==> src/rtl/cpu_pkg.sv <==
// Shared HI/LO sequencer definitions: op codes, FSM states, iteration count.
// Latency: n/a (declarations only).
// Backpressure: n/a.
package cpu_pkg;

   localparam logic [2:0] HILO_OP_MULT  = 3'd0;
   localparam logic [2:0] HILO_OP_MULTU = 3'd1;
   localparam logic [2:0] HILO_OP_DIV   = 3'd2;
   localparam logic [2:0] HILO_OP_DIVU  = 3'd3;
   localparam logic [2:0] HILO_OP_MTHI  = 3'd4;
   localparam logic [2:0] HILO_OP_MTLO  = 3'd5;

   localparam int MULDIV_ITERS = 32;

   typedef enum logic [2:0] {
      ST_IDLE,
      ST_MUL,
      ST_DIV,
      ST_FIX,
      ST_MTX
   } muldiv_state_t;

   // Codes 6 and 7 are not HI/LO writers and must never be accepted.
   function automatic logic hilo_op_legal(input logic [2:0] code);
      return code <= HILO_OP_MTLO;
   endfunction

endpackage

==> src/rtl/muldiv_iter_dp.sv <==
// Iterative datapath: one shift-add multiply or restoring-divide bit per step.
// Latency: step result is combinational on nxt_hi/nxt_lo, registered on step.
// Backpressure: none; the controlling FSM decides when to load and step.
module muldiv_iter_dp #(
   parameter int WIDTH = 32
) (
   input  logic             clock,
   input  logic             resetn,
   input  logic             load,
   input  logic             step,
   input  logic             div_mode,
   input  logic [WIDTH-1:0] ld_lo,
   input  logic [WIDTH-1:0] ld_opnd,
   output logic [WIDTH-1:0] nxt_hi,
   output logic [WIDTH-1:0] nxt_lo
);

   // acc_hi:acc_lo is the product (multiply) or remainder:quotient (divide).
   // acc_lo starts as the multiplier / dividend and is consumed one bit per step.
   logic [WIDTH-1:0] acc_hi;
   logic [WIDTH-1:0] acc_lo;
   logic [WIDTH-1:0] opnd;
   logic [WIDTH:0]   mul_sum;
   logic [WIDTH:0]   div_shift;
   logic [WIDTH:0]   div_diff;

   // Next accumulator value for the current step in either mode.
   always_comb begin
      mul_sum   = {1'b0, acc_hi} + (acc_lo[0] ? {1'b0, opnd} : '0);
      div_shift = {acc_hi, acc_lo[WIDTH-1]};
      div_diff  = div_shift - {1'b0, opnd};
      nxt_hi    = mul_sum[WIDTH:1];
      nxt_lo    = {mul_sum[0], acc_lo[WIDTH-1:1]};
      if (div_mode) begin
         // A clear borrow bit means the trial subtraction fits: keep it, quotient bit 1.
         if (!div_diff[WIDTH]) begin
            nxt_hi = div_diff[WIDTH-1:0];
            nxt_lo = {acc_lo[WIDTH-2:0], 1'b1};
         end else begin
            nxt_hi = div_shift[WIDTH-1:0];
            nxt_lo = {acc_lo[WIDTH-2:0], 1'b0};
         end
      end
   end

   // Load operands at accept, then advance one bit per iteration cycle.
   always_ff @(posedge clock or negedge resetn) begin
      if (!resetn) begin
         acc_hi <= '0;
         acc_lo <= '0;
         opnd   <= '0;
      end else if (load) begin
         acc_hi <= '0;
         acc_lo <= ld_lo;
         opnd   <= ld_opnd;
      end else if (step) begin
         acc_hi <= nxt_hi;
         acc_lo <= nxt_lo;
      end
   end

endmodule

==> src/rtl/hilo_muldiv_ctrl.sv <==
// HI/LO write sequencer: MULT/MULTU/DIV/DIVU iterative, MTHI/MTLO direct.
// Latency: MTxx write 1 cycle after accept; mul/div write 33 cycles after accept.
// Backpressure: op_ready only in IDLE, no queueing; flush aborts any op without a write.
module hilo_muldiv_ctrl
   import cpu_pkg::*;
#(
   parameter int WIDTH = 32
) (
   input  logic             clock,
   input  logic             resetn,
   input  logic             op_valid,
   input  logic [2:0]       op_code,
   input  logic [WIDTH-1:0] src_a,
   input  logic [WIDTH-1:0] src_b,
   input  logic             flush,
   output logic             op_ready,
   output logic             busy,
   output logic             w_hi,
   output logic [WIDTH-1:0] hi_data,
   output logic             w_lo,
   output logic [WIDTH-1:0] lo_data
);

   localparam int CNT_W = $clog2(MULDIV_ITERS) + 1;

   muldiv_state_t    state;
   logic [CNT_W-1:0] cnt;
   logic             is_div;
   // neg_lo: negate product (mul) or quotient (div); neg_hi: negate remainder.
   logic             neg_lo;
   logic             neg_hi;

   logic             accept;
   logic             signed_op;
   logic             mul_op;
   logic             a_neg;
   logic             b_neg;
   logic [WIDTH-1:0] a_mag;
   logic [WIDTH-1:0] b_mag;
   logic [WIDTH-1:0] res_hi;
   logic [WIDTH-1:0] res_lo;
   logic [WIDTH-1:0] fix_hi;
   logic [WIDTH-1:0] fix_lo;
   logic [2*WIDTH-1:0] prod_neg;

   assign op_ready = (state == ST_IDLE);
   assign accept   = op_valid && op_ready && !flush && hilo_op_legal(op_code);

   // Operand magnitudes; unsigned ops pass raw values straight through.
   always_comb begin
      signed_op = (op_code == HILO_OP_MULT) || (op_code == HILO_OP_DIV);
      mul_op    = (op_code == HILO_OP_MULT) || (op_code == HILO_OP_MULTU);
      a_neg     = signed_op && src_a[WIDTH-1];
      b_neg     = signed_op && src_b[WIDTH-1];
      a_mag     = a_neg ? -src_a : src_a;
      b_mag     = b_neg ? -src_b : src_b;
   end

   muldiv_iter_dp #(.WIDTH(WIDTH)) u_dp (
      .clock    (clock),
      .resetn   (resetn),
      .load     (accept && (op_code <= HILO_OP_DIVU)),
      .step     ((state == ST_MUL) || (state == ST_DIV)),
      .div_mode (state == ST_DIV),
      .ld_lo    (mul_op ? b_mag : a_mag),
      .ld_opnd  (mul_op ? a_mag : b_mag),
      .nxt_hi   (res_hi),
      .nxt_lo   (res_lo)
   );

   // Sign correction applied to the final step result as it is registered out.
   always_comb begin
      prod_neg = -{res_hi, res_lo};
      fix_hi   = res_hi;
      fix_lo   = res_lo;
      if (!is_div) begin
         if (neg_lo) begin
            fix_hi = prod_neg[2*WIDTH-1:WIDTH];
            fix_lo = prod_neg[WIDTH-1:0];
         end
      end else begin
         if (neg_lo) fix_lo = -res_lo;
         if (neg_hi) fix_hi = -res_hi;
      end
   end

   // Sequencer FSM with registered busy and HI/LO write outputs.
   always_ff @(posedge clock or negedge resetn) begin
      if (!resetn) begin
         state   <= ST_IDLE;
         cnt     <= '0;
         is_div  <= 1'b0;
         neg_lo  <= 1'b0;
         neg_hi  <= 1'b0;
         busy    <= 1'b0;
         w_hi    <= 1'b0;
         w_lo    <= 1'b0;
         hi_data <= '0;
         lo_data <= '0;
      end else if (flush) begin
         state <= ST_IDLE;
         busy  <= 1'b0;
         w_hi  <= 1'b0;
         w_lo  <= 1'b0;
      end else begin
         unique case (state)
            ST_IDLE: begin
               w_hi <= 1'b0;
               w_lo <= 1'b0;
               if (accept) begin
                  if (op_code == HILO_OP_MTHI) begin
                     state   <= ST_MTX;
                     w_hi    <= 1'b1;
                     hi_data <= src_a;
                  end else if (op_code == HILO_OP_MTLO) begin
                     state   <= ST_MTX;
                     w_lo    <= 1'b1;
                     lo_data <= src_a;
                  end else begin
                     state  <= mul_op ? ST_MUL : ST_DIV;
                     busy   <= 1'b1;
                     cnt    <= '0;
                     is_div <= !mul_op;
                     // Divide by zero keeps the all-ones quotient; the remainder
                     // negation still restores the raw dividend for signed DIV.
                     neg_lo <= (a_neg ^ b_neg) && (mul_op || (src_b != '0));
                     neg_hi <= a_neg;
                  end
               end
            end
            ST_MUL, ST_DIV: begin
               cnt <= cnt + 1'b1;
               if (cnt == CNT_W'(MULDIV_ITERS - 1)) begin
                  state   <= ST_FIX;
                  w_hi    <= 1'b1;
                  w_lo    <= 1'b1;
                  hi_data <= fix_hi;
                  lo_data <= fix_lo;
               end
            end
            ST_FIX: begin
               state <= ST_IDLE;
               busy  <= 1'b0;
               w_hi  <= 1'b0;
               w_lo  <= 1'b0;
            end
            ST_MTX: begin
               state <= ST_IDLE;
               w_hi  <= 1'b0;
               w_lo  <= 1'b0;
            end
            default: state <= ST_IDLE;
         endcase
      end
   end

endmodule

==> config.mk <==
export PLATFORM = sky130hd
export DESIGN_NAME = hilo_muldiv_ctrl
export DESIGN_NICKNAME = d
export VERILOG_FILES = /design/src/rtl/cpu_pkg.sv /design/src/rtl/muldiv_iter_dp.sv /design/src/rtl/hilo_muldiv_ctrl.sv
export SDC_FILE = /design/constraint.sdc
export NUM_CORES = 1
export LEC_CHECK = 0
export BUFFER_PORTS_ARGS = -buffer_cell sky130_fd_sc_hd__buf_2
export CAP_MARGIN = 25
export CORE_AREA = 3 3 187 262
export CTS_CLUSTER_DIAMETER = 40
export DETAILED_ROUTE_END_ITERATION = 8
export DIE_AREA = 0 0 190 265
export GPL_TIMING_DRIVEN = 0
export PLACE_DENSITY_LB_ADDON = 0.08
export SETUP_SLACK_MARGIN = 0.05
export SYNTH_ARGS = -nofsm -noshare
export SYNTH_HDL_FRONTEND = slang
export SYNTH_SLANG_ARGS = --single-unit
==> constraint.sdc <==
create_clock -name clock -period 4.6 [get_ports clock]
set_input_delay 0.23 -clock clock [delete_from_list [all_inputs] [get_ports clock]]
set_output_delay 0.23 -clock clock [all_outputs]
set_load 0.05 [all_outputs]
==> results_dict.tcl, run 1 <==
set metrics [dict create \
    result_of_the_run "finished with violations" \
    failing_checks "negative setup slack" \
    grt_usage_pct 34.4 \
    final-hold-violation-count 0 \
    floorplan.initialDensity_pct 34.8 \
    global_route_congestion_overflow_total 0 \
    power_frac_seq_pct 16.3 \
    post_synth.cell_area_avg_um2 7.39 \
    average_vias_per_placed_instance 6.05 \
    seq_area_um2 4410 \
    yosys_register_bits 175 \
    detail_route.wirelength_um 88600 \
    final_core_util_pct 44.1 \
    grt_setup_unrepaired "true" \
    wl_per_cell_um 28.5 \
    die-width_um 190 \
    clkTransAtPathRegs_ns 0.08 \
    p_switching_uw 10700 \
    ios 139 \
    cts_max_path_buffers 2 \
    first_pass_iters 5 \
    route.vias.total 18800 \
    detailed_router_s_first_iteration_violation_count 1604 \
    power.switching_fraction_pct 57.3 \
    die_height_um 265 \
    startpoint_type "flip-flop" \
    finish.cell_count_without_fillers 3112 \
    fin_worst_skew_ns 0.0183 \
    grt_first_pass_wirelength_um 126000 \
    max_cap_viol_count 0 \
    detailed_place_hpwl_um 69100 \
    final_area_um2 20700 \
    synthCells 2212 \
    worstMarginPinSlew_ns 1.01 \
    synth.cell_area_um2 16300 \
    post_route_cells_drive_above_1_share_pct 21.5 \
    worst_hold_path_type "in2reg" \
    gpl.final_weighted_congestion 0.985 \
    post-route-drc-count 0 \
    relSlewSlack_pct 32.4 \
    criticalPathCategory "reg2reg" \
    fp-row-count 94 \
    period_utilization_post_route_pct 105 \
    yosys.area.top_type "sky130_fd_sc_hd__dfrtp_1" \
    place_worst_setup_slack_ns -3.37 \
    pwr_per_cell_area_nw_per_um2 899 \
    worst_endpoint_data_arrival_time_ns 5.18 \
    clockPowerShare_pct 8.4 \
    maxClockFrequency_mhz 206 \
    timing.final.setup_violations 21 \
    async_reset_ff_share_pct 100 \
    power.ir.vdd_worst_uv 374 \
    synth_seq_area_share_pct 26.8 \
    timing_max_transition_violations_final 0 \
    grt_start_max_net_pins 90 \
    grt_antenna_before_repair 8 \
    synth.area.top_cells "sky130_fd_sc_hd__dfrtp_1 27%, sky130_fd_sc_hd__nand2_1 6.8%, sky130_fd_sc_hd__a21oi_1 6.6%" \
    placedCellCount 2973 \
    placement_cell_area_um2 17900 \
    clk_latency_ns 0.47 \
    fp.coreArea_um2 46900 \
    ys_top_cells_by_count "295 x sky130_fd_sc_hd__nand2_1, 215 x sky130_fd_sc_hd__a21oi_1, 214 x sky130_fd_sc_hd__o21ai_0" \
    worst_setup_path_end_kind "flip-flop" \
    setup_tns_ns -2.47 \
    cts_tree "built" \
    numClockSinks 175 \
    crit_path_max_fanout 10 \
    yosys_warns 0 \
    timing.final.ws_setup_ns -0.243 \
    yosysMostFrequentCell "sky130_fd_sc_hd__nand2_1" \
    ys.flop_type "sky130_fd_sc_hd__dfrtp_1" \
    syn2layout_area_growth_pct 26.6 \
    power_report.internal_total_uw 7960 \
    syn_nets 2354 \
    route.antenna.remaining_nets 0 \
    yosys.area.top_type_share_pct 26.8 \
    clock_tree.htree_level_count 4 \
    logic_gate_share_of_total_power_pct 75.4 \
    die_area_um2 50400 \
    leakagePower_uw 0.00869 \
    nNetsFinal 2614 \
    grt_pass1_vias 18800 \
    min_period_ns 4.84 \
    required_ns 4.94 \
    synth_edf_count 0 \
    fillers 4881 \
    buffer_ports.inserted 136 \
    netlist-cell-type-count 91 \
    cts.root.buffer_cell "sky130_fd_sc_hd__clkbuf_16" \
    cts-buffers-inserted 17 \
    multiInputGateArea_um2 12300 \
]
## power by group through the flow
stage / logic (uW) / registers (uW) / clock network, uW
after floorplan: 6740 / 3580 / 0
after global placement: 11300 / 3000 / 0
after detailed placement: 11300 / 3010 / 0
after CTS: 13300 / 2990 / 1570
after global routing: 14900 / 3070 / 1620
final: 14000 / 3030 / 1560
## area by class of cell
class | instances | share of cell area [%]
multi-input cells | 1836 | 59.3
plain buffers | 133 | 4.10
diodes | 3 | 0.0363
well taps | 624 | 3.77
inverters | 64 | 1.16
clock buffers | 18 | 2.12
flip-flops and latches | 175 | 21.3
clock inverters | 14 | 0.695
repair buffers | 245 | 7.56
## cell usage in the layout (no fill, tap or decap), types with 55 or more instances in the layout
cell	count
sky130_fd_sc_hd__clkbuf_1	88
sky130_fd_sc_hd__xnor2_1	96
sky130_fd_sc_hd__buf_4	102
sky130_fd_sc_hd__dfrtp_1	151
sky130_fd_sc_hd__nand2_1	284
sky130_fd_sc_hd__nor2_1	205
sky130_fd_sc_hd__buf_2	139
sky130_fd_sc_hd__o21ai_0	201
sky130_fd_sc_hd__xor2_1	55
sky130_fd_sc_hd__a21oi_1	192
sky130_fd_sc_hd__inv_1	56
sky130_fd_sc_hd__nand3_1	81
## layer usage
layer	track usage [%]	wire [um]	vias up	share of wire, %
li1	-	-	8483	-
met1	36.7	31000	9169	35
met2	59.9	43500	837	49
met3	5.23	4930	333	5.6
met4	27.8	9050	10	10
met5	0	72	-	0.081
## final timing paths
path / slack, ns / end / depth (start not counted) / from
worst max-delay path: -0.24 / hi_data[14] / 20 / state[2]
min in group asynchronous: 0.35 / w_hi / 2 / resetn
worst min-delay path: 0.11 / lo_data[21] / 3 / src_a[21]
worst min register to register: 0.48 / w_hi / 2 / w_hi
worst max register to register: -0.24 / hi_data[14] / 20 / state[2]
max in group asynchronous: 3.25 / u_dp.opnd[17] / 3 / resetn
## worst max-delay path, cell delays in order, from the launching register on
cell and delay, ns:
sky130_fd_sc_hd__dfrtp_2 0.44, sky130_fd_sc_hd__or3b_4 0.44, sky130_fd_sc_hd__clkbuf_16 0.19, sky130_fd_sc_hd__clkbuf_16 0.20
sky130_fd_sc_hd__clkbuf_16 0.19, sky130_fd_sc_hd__clkbuf_16 0.19, sky130_fd_sc_hd__clkbuf_16 0.19, sky130_fd_sc_hd__buf_8 0.17
sky130_fd_sc_hd__clkbuf_16 0.17, sky130_fd_sc_hd__a21oi_4 0.17, sky130_fd_sc_hd__ha_4 0.18, sky130_fd_sc_hd__o211ai_1 0.11
sky130_fd_sc_hd__or4_4 0.48, sky130_fd_sc_hd__nor4_4 0.27, sky130_fd_sc_hd__nand2_2 0.13, sky130_fd_sc_hd__nand2_2 0.11
sky130_fd_sc_hd__or3b_1 0.36, sky130_fd_sc_hd__o21ai_2 0.17, sky130_fd_sc_hd__xnor2_2 0.15, sky130_fd_sc_hd__mux2i_1 0.26
sky130_fd_sc_hd__o21ai_1 0.10
## per-stage QoR
stage / total power (uW) / hold WS (ns)
6_report: 18600 / 0.112
5_1_grt: 19600 / 0.131
4_1_cts: 17800 / 0.104
3_5_place_dp: 14300 / 0.312
3_3_place_gp: 14300 / 0.459
2_1_floorplan: 10300 / -0.0656
## registers in the layout (all words and copies together), names as in the netlist
signal	cells
cnt	6
hi_data	32
neg_lo	1
u_dp.opnd	32
u_dp.acc_hi	32
w_lo	1
neg_hi	1
state	3
is_div	1
w_hi	1
busy	1
lo_data	32
u_dp.acc_lo	32
## cells by family after synthesis
kind of cell / after synthesis / synth area share (%)
AO/OA/AOI/OAI: 711 / 26.9
XOR/XNOR: 159 / 8.52
adder cells (fa/ha/maj): 71 / 5.53
buffers and inverters: 201 / 4.78
flip-flops: 175 / 26.8
multiplexers: 51 / 3.20
AND/OR/NAND/NOR: 844 / 24.3
## what timing repair did
action,4_1_cts,5_1_grt
hold buffers,2,0
hold endpoints to repair,87,0
pin swaps,60,65
setup buffers,83,26
gates resized for setup,250,91
endpoints found under the setup margin,95,35
cloned,1,1
Power figures use the tool's default switching activity.
==> run 2: changes to the inputs <==
Settings changed: CORE_AREA 3 3 187 262 to 3 3 157 220, DIE_AREA 0 0 190 265 to 0 0 160 223, RECOVER_POWER from default to 25, SLEW_MARGIN from default to 25.
==> results_dict.tcl, run 2 (synthesized netlist as in run 1, its figures left out) <==
set metrics [dict create \
    result_of_the_run "finished with violations" \
    failing_checks "max-capacitance violations, max-slew violations, negative setup slack" \
    route.antenna.remaining_nets 0 \
    fin_worst_hold_slack_ns 0.105 \
    cp_top_family "simple AND/OR/NAND/NOR gates" \
    final-hold-violation-count 0 \
    fillers 3031 \
    finish.cell_count_without_fillers 2923 \
    detailed_router_s_first_iteration_violation_count 2537 \
    cts-buffers-inserted 17 \
    fin_worst_skew_ns 0.0164 \
    crit_buf_inv 3 \
    die_area_um2 35700 \
    leading_cell_type_in_the_layout_fill_and_taps_excluded "sky130_fd_sc_hd__nand2_1" \
    global_routing_met2_resource_utilization_pct 76.5 \
    grt_setup_unrepaired "true" \
    leakagePower_uw 0.00866 \
    critical-path-slowest-cell "sky130_fd_sc_hd__or4_4" \
    wl_per_cell_um 28.9 \
    post_route_cells_drive_above_1_share_pct 20.8 \
    route.vias.total 19700 \
    fp-row-count 78 \
    die_height_um 223 \
    required_ns 4.99 \
    cts.root.buffer_cell "sky130_fd_sc_hd__clkbuf_16" \
    maxClockFrequency_mhz 195 \
    crit_path_end "hi_data[24]" \
    timing.rr.end "hi_data[24]" \
    grt_pass1_vias 19100 \
    pwr_per_cell_area_nw_per_um2 916 \
    syn2layout_area_growth_pct 24.9 \
    crit_path_start "u_dp.opnd[27]" \
    cts_max_path_buffers 2 \
    detail_route.wirelength_um 84500 \
    timing.final.setup_violations 24 \
    grt_first_pass_wirelength_um 122000 \
    first_pass_iters 8 \
    post-route-drc-count 0 \
    grt_usage_pct 46.1 \
    critical_path.reg2reg.startpoint "u_dp.opnd[27]" \
    relSlewSlack_pct -114 \
    power.ir.vdd_worst_uv 622 \
    detailed_place_hpwl_um 63400 \
    criticalPathCategory "reg2reg" \
    grt.busiest_layer "met2" \
    grt_antenna_before_repair 5 \
    worst_setup_path_end_kind "flip-flop" \
    crit_path_max_fanout 8 \
    cp_slowest_stage_delay_ns 0.54 \
    place_worst_setup_slack_ns -3.34 \
    worstSetupPathDepth 22 \
    nNetsFinal 2607 \
    clk_latency_ns 0.47 \
    placedCellCount 2790 \
    ios 139 \
    final_cell_mix "284 x sky130_fd_sc_hd__nand2_1, 205 x sky130_fd_sc_hd__nor2_1, 197 x sky130_fd_sc_hd__o21ai_0, 188 x sky130_fd_sc_hd__a21oi_1, 160 x sky130_fd_sc_hd__dfrtp_1" \
    worst_endpoint_data_arrival_time_ns 5.51 \
    met1_usage_pct 46.6 \
    cts_tree "built" \
    timing_max_transition_violations_final 59 \
    grt_start_max_net_pins 61 \
    floorplan.initialDensity_pct 50.2 \
    rrSetupSlack_ns -0.52 \
    die-width_um 160 \
    worst_r2r_path_depth 22 \
    clock_tree.htree_level_count 4 \
    period_utilization_post_route_pct 111 \
    average_vias_per_placed_instance 6.74 \
    clkTransAtPathRegs_ns 0.08 \
    worstMarginPinSlew_ns 3.22 \
    max_cap_viol_count 1 \
    numClockSinks 175 \
    final_core_util_pct 62.6 \
    gpl.final_weighted_congestion 1.03 \
    worst_hold_path_type "in2reg" \
    timing.critical_path.cells "inv_2 > ha_4 > a21oi_2 > o21ai_2 > a221o_1 > or3_4 > o211ai_4 > buf_6 > nor2_4 > a21oi_4 > ha_4 > o211ai_1 > or4_4 > nor4_4 > and2_4 > nor2_4 > buf_6 > a211oi_2 > and4_1 > or3_1 > nand3_2 > a31oi_1" \
    fp.coreArea_um2 32600 \
    buffer_ports.inserted 136 \
    startpoint_type "flip-flop" \
    min_period_ns 5.12 \
    timing.final.ws_setup_ns -0.518 \
    gr-usage-met3_pct 12.3 \
    global_route_congestion_overflow_total 0 \
]
-- run 2: cell count changes in the layout (fill, tap and decap cells not counted), moves of 6 or more --
cell,previous run,this run
sky130_fd_sc_hd__ha_4,19,13
sky130_fd_sc_hd__a21oi_2,15,21
sky130_fd_sc_hd__buf_4,102,92
sky130_fd_sc_hd__dfrtp_1,151,160
sky130_fd_sc_hd__buf_12,1,7
sky130_fd_sc_hd__inv_6,7,1
sky130_fd_sc_hd__dfrtp_2,24,15
sky130_fd_sc_hd__ha_1,43,51
-- run 2: area by class of cell --
cell class	instances	area, um2	area share [%]
antenna	5	12.5	0.0613
buffer	135	860	4.21
clock buffer	17	425	2.08
clock inverter	15	178	0.870
inverter	64	240	1.18
multi-input combinational	1836	12300	60.2
sequential	175	4400	21.5
tap	440	551	2.70
timing repair buffer	236	1470	7.21
-- run 2: worst reg2reg max path, cell delays in order (launching register included) --
cell	delay, ns
sky130_fd_sc_hd__dfrtp_2	0.51
sky130_fd_sc_hd__inv_2	0.09
sky130_fd_sc_hd__ha_4	0.25
sky130_fd_sc_hd__a21oi_2	0.13
sky130_fd_sc_hd__o21ai_2	0.07
sky130_fd_sc_hd__a221o_1	0.46
sky130_fd_sc_hd__or3_4	0.39
sky130_fd_sc_hd__o211ai_4	0.23
sky130_fd_sc_hd__buf_6	0.15
sky130_fd_sc_hd__nor2_4	0.06
sky130_fd_sc_hd__a21oi_4	0.16
sky130_fd_sc_hd__ha_4	0.21
sky130_fd_sc_hd__o211ai_1	0.15
sky130_fd_sc_hd__or4_4	0.54
sky130_fd_sc_hd__nor4_4	0.29
sky130_fd_sc_hd__and2_4	0.26
sky130_fd_sc_hd__nor2_4	0.08
sky130_fd_sc_hd__buf_6	0.15
sky130_fd_sc_hd__a211oi_2	0.16
sky130_fd_sc_hd__and4_1	0.27
sky130_fd_sc_hd__or3_1	0.14
sky130_fd_sc_hd__nand3_2	0.11
sky130_fd_sc_hd__a31oi_1	0.21
-- run 2: timing repair --
item                                   4_1_cts  5_1_grt
gates resized for setup                    218      121
setup endpoints to repair                   96       37
endpoints found under the hold margin       58        0
setup buffers                               66       31
pin swaps                                   62       52
hold buffers                                 2        0
-- run 2: power by group --
| group | leakage (uW) | internal [uW] | switching [uW] |
|---|---|---|---|
| clock network | 0.000286 | 776 | 779 |
| registers | 0.00218 | 2210 | 817 |
| logic | 0.00619 | 4940 | 9180 |
| total | 0.00866 | 7930 | 10800 |
-- run 2: metrics by stage --
| stage | area [um2] | TNS, ns | total power [uW] |
|---|---|---|---|
| floorplan | 16400 | 0 | 10300 |
| global placement | 17600 | -136.87 | 14000 |
| detailed placement | 17700 | -125.60 | 14100 |
| CTS | 19700 | -5.42 | 17300 |
| global route | 20400 | -29.88 | 19500 |
| finish | 20400 | -5.78 | 18700 |
-- run 2: worst min-delay path by stage --
stage	cells after the start	start	slack (ns)	endpoint
3_5_place_dp	1	resetn	0.19	lo_data[16]
6_report	3	src_a[21]	0.11	lo_data[21]
2_1_floorplan	0	resetn	-0.07	busy
5_1_grt	3	src_a[29]	0.10	hi_data[29]
3_3_place_gp	2	w_hi	0.46	w_hi
4_1_cts	3	src_a[29]	0.09	hi_data[29]
-- run 2: metal layers --
metal	vias up	share of wire, %
met5	-	0.039
met2	1333	46
met4	4	13
met3	549	9.6
met1	9347	31
li1	8467	-
